File: src/rtl/sb_arbiter_pkg.sv
// Shared types and constants for the system-bus arbiter.
`timescale 1ns/1ps
package sb_arbiter_pkg;

    localparam int BYTE_SEL_W = 4;
    localparam logic [BYTE_SEL_W-1:0] SB_WORD = 4'hF;

    localparam logic HOLD    = 1'b1;
    localparam logic NO_HOLD = 1'b0;

    localparam int SB_STATE_W = 2;

    typedef enum logic [SB_STATE_W-1:0] {
        SB_IDLE   = 2'd0,
        SB_BUS_EX = 2'd1,
        SB_BUS_IF = 2'd2
    } sb_state_t;

endpackage

File: src/rtl/sb_arbiter_watchdog.sv
// Per-transfer timeout counter: armed by start, disarmed by ack or by its own expiry.
`timescale 1ns/1ps
module sb_watchdog #(
    parameter int TIMEOUT = 16
) (
    input  logic clk,
    input  logic rst,
    input  logic start,
    input  logic ack,
    output logic expire
);

    // The counter holds completed wait cycles, so the limit cycle is seen at TIMEOUT-1.
    localparam logic [7:0] LIMIT = (TIMEOUT == 0) ? 8'd0 : 8'(TIMEOUT - 1);

    logic       r_busy;
    logic [7:0] r_cnt;
    logic       w_expire;

    assign w_expire = (TIMEOUT != 0) && r_busy && !ack && (r_cnt == LIMIT);
    assign expire   = w_expire;

    always_ff @(posedge clk or posedge rst) begin
        if (rst) begin
            r_busy <= 1'b0;
            r_cnt  <= 8'd0;
        end else if (start) begin
            r_busy <= 1'b1;
            r_cnt  <= 8'd0;
        end else if (r_busy) begin
            if (ack || w_expire) begin
                r_busy <= 1'b0;
            end else begin
                r_cnt <= r_cnt + 8'd1;
            end
        end
    end

endmodule

File: src/rtl/sb_arbiter.sv
// Arbitrates the single system-bus port between execute-stage data accesses and instruction fetch.
`timescale 1ns/1ps
module sb_arbiter
    import sb_arbiter_pkg::*;
#(
    parameter int MAX_EX_BURST = 4,
    parameter int TIMEOUT      = 16
) (
    input  logic                  clk,
    input  logic                  rst,
    input  logic                  ex_req_i,
    input  logic                  ex_we_i,
    input  logic [31:0]           ex_addr_i,
    input  logic [31:0]           ex_wdata_i,
    input  logic [BYTE_SEL_W-1:0] ex_byte_sel_i,
    output logic                  ex_ack_o,
    output logic                  ex_err_o,
    output logic [31:0]           ex_rdata_o,
    input  logic                  if_req_i,
    input  logic [31:0]           if_addr_i,
    output logic                  if_ack_o,
    output logic                  if_err_o,
    output logic [31:0]           if_rdata_o,
    output logic                  sb_req_o,
    output logic                  sb_we_o,
    output logic [31:0]           sb_addr_o,
    output logic [31:0]           sb_wdata_o,
    output logic [BYTE_SEL_W-1:0] sb_byte_sel_o,
    input  logic                  sb_ack_i,
    input  logic [31:0]           sb_rdata_i,
    output logic                  hold_o
);

    localparam logic [3:0] STREAK_MAX = 4'(MAX_EX_BURST);

    sb_state_t             r_state;
    sb_state_t             w_next;
    logic [3:0]            r_streak;
    logic                  r_sb_we;
    logic [31:0]           r_sb_addr;
    logic [31:0]           r_sb_wdata;
    logic [BYTE_SEL_W-1:0] r_sb_byte_sel;
    logic                  w_grant_ex;
    logic                  w_grant_if;
    logic                  w_expire;
    logic                  w_ex_ack;
    logic                  w_ex_err;
    logic                  w_if_ack;
    logic                  w_if_err;

    always_ff @(posedge clk or posedge rst) begin
        if (rst) begin
            r_state <= SB_IDLE;
        end else begin
            r_state <= w_next;
        end
    end

    always_comb begin
        w_next     = r_state;
        w_grant_ex = 1'b0;
        w_grant_if = 1'b0;
        w_ex_ack   = 1'b0;
        w_ex_err   = 1'b0;
        w_if_ack   = 1'b0;
        w_if_err   = 1'b0;
        case (r_state)
            SB_IDLE: begin
                // Fetch is forced through once the data side has used up its burst.
                if (if_req_i && (r_streak == STREAK_MAX)) begin
                    w_next     = SB_BUS_IF;
                    w_grant_if = 1'b1;
                end else if (ex_req_i) begin
                    w_next     = SB_BUS_EX;
                    w_grant_ex = 1'b1;
                end else if (if_req_i) begin
                    w_next     = SB_BUS_IF;
                    w_grant_if = 1'b1;
                end
            end
            SB_BUS_EX: begin
                w_ex_ack = sb_ack_i;
                w_ex_err = w_expire;
                if (sb_ack_i || w_expire) begin
                    w_next = SB_IDLE;
                end
            end
            SB_BUS_IF: begin
                w_if_ack = sb_ack_i;
                w_if_err = w_expire;
                if (sb_ack_i || w_expire) begin
                    w_next = SB_IDLE;
                end
            end
            default: begin
                w_next = SB_IDLE;
            end
        endcase
    end

    always_ff @(posedge clk or posedge rst) begin
        if (rst) begin
            r_streak <= 4'd0;
        end else if (!if_req_i || w_grant_if) begin
            r_streak <= 4'd0;
        end else if (w_grant_ex && (r_streak != STREAK_MAX)) begin
            r_streak <= r_streak + 4'd1;
        end
    end

    // Bus-side attributes are captured once at grant and held for the whole transfer.
    always_ff @(posedge clk or posedge rst) begin
        if (rst) begin
            r_sb_we       <= 1'b0;
            r_sb_addr     <= 32'd0;
            r_sb_wdata    <= 32'd0;
            r_sb_byte_sel <= '0;
        end else if (w_grant_ex) begin
            r_sb_we       <= ex_we_i;
            r_sb_addr     <= ex_addr_i;
            r_sb_wdata    <= ex_wdata_i;
            r_sb_byte_sel <= ex_byte_sel_i;
        end else if (w_grant_if) begin
            r_sb_we       <= 1'b0;
            r_sb_addr     <= if_addr_i;
            r_sb_wdata    <= 32'd0;
            r_sb_byte_sel <= SB_WORD;
        end
    end

    sb_watchdog #(
        .TIMEOUT (TIMEOUT)
    ) u_watchdog (
        .clk    (clk),
        .rst    (rst),
        .start  (w_grant_ex | w_grant_if),
        .ack    (sb_ack_i),
        .expire (w_expire)
    );

    assign sb_req_o      = (r_state != SB_IDLE);
    assign sb_we_o       = r_sb_we;
    assign sb_addr_o     = r_sb_addr;
    assign sb_wdata_o    = r_sb_wdata;
    assign sb_byte_sel_o = r_sb_byte_sel;

    assign ex_ack_o   = w_ex_ack;
    assign ex_err_o   = w_ex_err;
    assign if_ack_o   = w_if_ack;
    assign if_err_o   = w_if_err;
    assign ex_rdata_o = (r_state == SB_BUS_EX) ? sb_rdata_i : 32'd0;
    assign if_rdata_o = (r_state == SB_BUS_IF) ? sb_rdata_i : 32'd0;

    assign hold_o = (ex_req_i && !w_ex_ack && !w_ex_err && !rst) ? HOLD : NO_HOLD;

endmodule

File: config.mk
export PLATFORM = sky130hd
export DESIGN_NAME = sb_arbiter
export DESIGN_NICKNAME = d
export VERILOG_FILES = /design/src/rtl/sb_arbiter_pkg.sv /design/src/rtl/sb_arbiter_watchdog.sv /design/src/rtl/sb_arbiter.sv
export SDC_FILE = /design/constraint.sdc
export NUM_CORES = 1
export LEC_CHECK = 0
export ABC_CLOCK_PERIOD_IN_PS = 3700
export CAP_MARGIN = 10
export CORE_AREA = 2 2 107 109
export DETAILED_ROUTE_END_ITERATION = 6
export DIE_AREA = 0 0 109 111
export PLACE_DENSITY = 0.95
export SLEW_MARGIN = 20
export SYNTH_ARGS = -nofsm -noshare
export SYNTH_HDL_FRONTEND = slang
export SYNTH_HIERARCHICAL = 1
export SYNTH_SLANG_ARGS = --single-unit
File: constraint.sdc
create_clock -name clk -period 3.7 [get_ports clk]
set_input_delay 0.37 -clock clk [delete_from_list [all_inputs] [get_ports clk]]
set_output_delay 0.37 -clock clk [all_outputs]
set_load 0.01 [all_outputs]
==> reports/qor.yml <==
grt_pass1_wl_um: 21800
setup_violations: 0
status: "finished, final reports clean"
ios: 277
power_frac_seq_pct: 29.9
worstSetupPathType: "flip-flop to primary output"
syn2layout_area_growth_pct: 75.7
power.share.switching_pct: 33.6
min_path_type: "input port to async pin"
drc: 0
globalplace.congestion: 0.870
ant_nets: 0
finalNetCount: 772
seqCellArea_um2: 2100
hold_buffers: 0
yosysMostFrequentCell: "dfrtp_1"
multiInputGateArea_um2: 1850
dieArea_um2: 12100
hold_viol: 0
post-route-min-period_ns: 2.76
drtIter0Drc: 228
synth_cell_types: 41
cellLeakagePower_uw: 0.00293
slew_violations: 0
slew_headroom_pct: 43.7
syn_area_per_cell_um2: 11.5
die_x_um: 109
r2r_cells: 6
finalWirelength_um: 14400
dpl-instance-area_um2: 6990
numCtsBuffers: 9
grt_pass1_vias: 4241
core_um2: 11100
cts_setup_buffers: 0
clk_latency_ns: 0.33
final.fill_count: 817
crit_chain: "inv_1, ha_1, and2_1, clkdlybuf4s50_1"
crit_arrival_ns: 2.39
cts.clk_slew.worst_paths_ns: 0.06
setup_slack_ns: 0.938
yosys_warnings: 6
grt_max_degree: 49
p_per_area_nw_per_um2: 708
synth-seq-cells: 84
portBuffers: 276
final.setup.tns_ns: 0
highest_layer: "met4"
r2r-end: "sb_addr_o[29]"
hold_slack_ns: 0.401
yosys.area.top_type: "dfrtp_1"
synth_area_leaders: "dfrtp_1 (51%), and2_1 (10%), o221a_1 (7.3%)"
num_vias: 4024
timing.fmax_mhz: 362
start_util_pct: 37.5
crit_path_top_delay_cell: "ha_1"
synth_nets: 506
ys_seq_area_share_pct: 50.6
crit_path_start_kind: "flip-flop"
async_flop_share_pct: 100
synth_top_area_share_pct: 50.6
r2r-start: "r_state[0]"
cts_tree: "done"
antenna_found_initial: 2
hpwlAfterDp_um: 10900
fin_skew_ns: 0.00862
p_int_uw: 3430
rows: 39
die_h_um: 111
root_buffer: "clkbuf_16"
fin_crit_sh_pct: 74.6
drv_cap: 0
gr-total-overflow: 0
vias_per_cell: 5.17
met1Wirelength_um: 5400
synth_cells: 362
cp_max_fo: 34
cp-end-kind: "primary output"
grtUsageTotal_pct: 23.4
r2r_setup_slack_ns: 1.50
clock_path_buffers: 2
cts_sinks: 84
drtPass1Iterations: 4
cts.repair.resized: 0
synth_edf_count: 0
met2WireLength_um: 7360
slowest_delay_ns: 0.71
routed-wl-met3_um: 1270
synthTopCellsByCount: "dfrtp_1 (84), and2_1 (68), nand2b_1 (36)"
dp_slack_ns: 1.11
design_area_um2: 7290
wl_per_cell_um: 18.5
ir_worst_vdd_mv: 0.399
p_sw_uw: 1740
max_slew.worst_pin.slew_ns: 0.844
ys.flop_type: "dfrtp_1"
drive_gt1_share_pct: 5.69
pwr-share-clk_pct: 17.2
crit_required_ns: 3.33
p_comb_share_pct: 52.9
rsz0062_at_grt: "no"
h-tree-depth: 3
syn-cell-area_um2: 4150
layer usage:
metal	up-vias	GRT usage [%]
met5	-	0
li1	1850	-
met1	1933	25.7
met4	0	10.5
met3	25	5.76
met2	216	41.7
logic make-up after synthesis:
group | Yosys count | share of synthesized area (%)
compound gates | 93 | 20.5
fa+ha+maj | 6 | 1.81
buf+inv | 37 | 5.00
simple gates | 139 | 21.3
flops | 84 | 50.6
mux | 3 | 0.754
power by group through the flow:
stage / sequential (uW) / combinational, uW / clock, uW
after floorplan: 1710 / 1140 / 0
after global placement: 1530 / 2670 / 0
after detailed placement: 1550 / 2730 / 0
after CTS: 1540 / 2760 / 909
after global routing: 1580 / 2930 / 949
final: 1550 / 2730 / 886
registers in the layout, summed over array words and instances, names as in the netlist:
name and cells:
r_streak 4, sb_wdata_o 32, r_state 2, u_watchdog/r_busy 1, sb_byte_sel_o 4, u_watchdog/r_cnt 8
sb_we_o 1, sb_addr_o 32
worst max-delay path by stage:
stage / start / to / depth (start not counted)
floorplan: rst / r_state[0] / 1
global placement: sb_ack_i / if_err_o / 5
detailed placement: if_req_i / u_watchdog/r_busy / 4
CTS: r_state[0] / if_err_o / 4
global route: r_state[1] / ex_err_o / 4
finish: r_state[0] / if_err_o / 4
area by class of cell:
type / instances / area share (%)
antenna: 2 / 0.0686
timing repair buffer: 282 / 38.7
tap: 143 / 2.45
inverter: 10 / 0.515
clock buffer: 9 / 3.09
multi-input combinational: 241 / 25.3
clock inverter: 7 / 1.05
sequential: 84 / 28.8
per-stage QoR:
step | power (uW) | instances | util (%)
after global routing | 5470 | 778 | 65.8
after detailed placement | 4290 | 760 | 63.1
after global placement | 4200 | 760 | 63.1
final | 5170 | 778 | 65.8
after CTS | 5210 | 776 | 65.8
after floorplan | 2850 | 362 | -
critical path: cells and delay by family (launching register included):
kind | cells | cell delay, ns
and+or+nand+nor | 1 | 0.29
DFF | 1 | 0.39
adders and majority gates | 1 | 0.71
buffers and inverters | 2 | 0.68
cells in the final DEF, fill, tap and decap left out, types with 6 or more instances in the layout:
cell and n:
nand3_1 7, a22o_1 33, inv_1 9, a21oi_1 7, o221a_1 27, clkbuf_16 9, and2_1 68, ha_1 6
clkdlybuf4s50_1 276, dfrtp_1 84, nand2b_1 36
No activity file was read; power rests on OpenSTA's default activity.
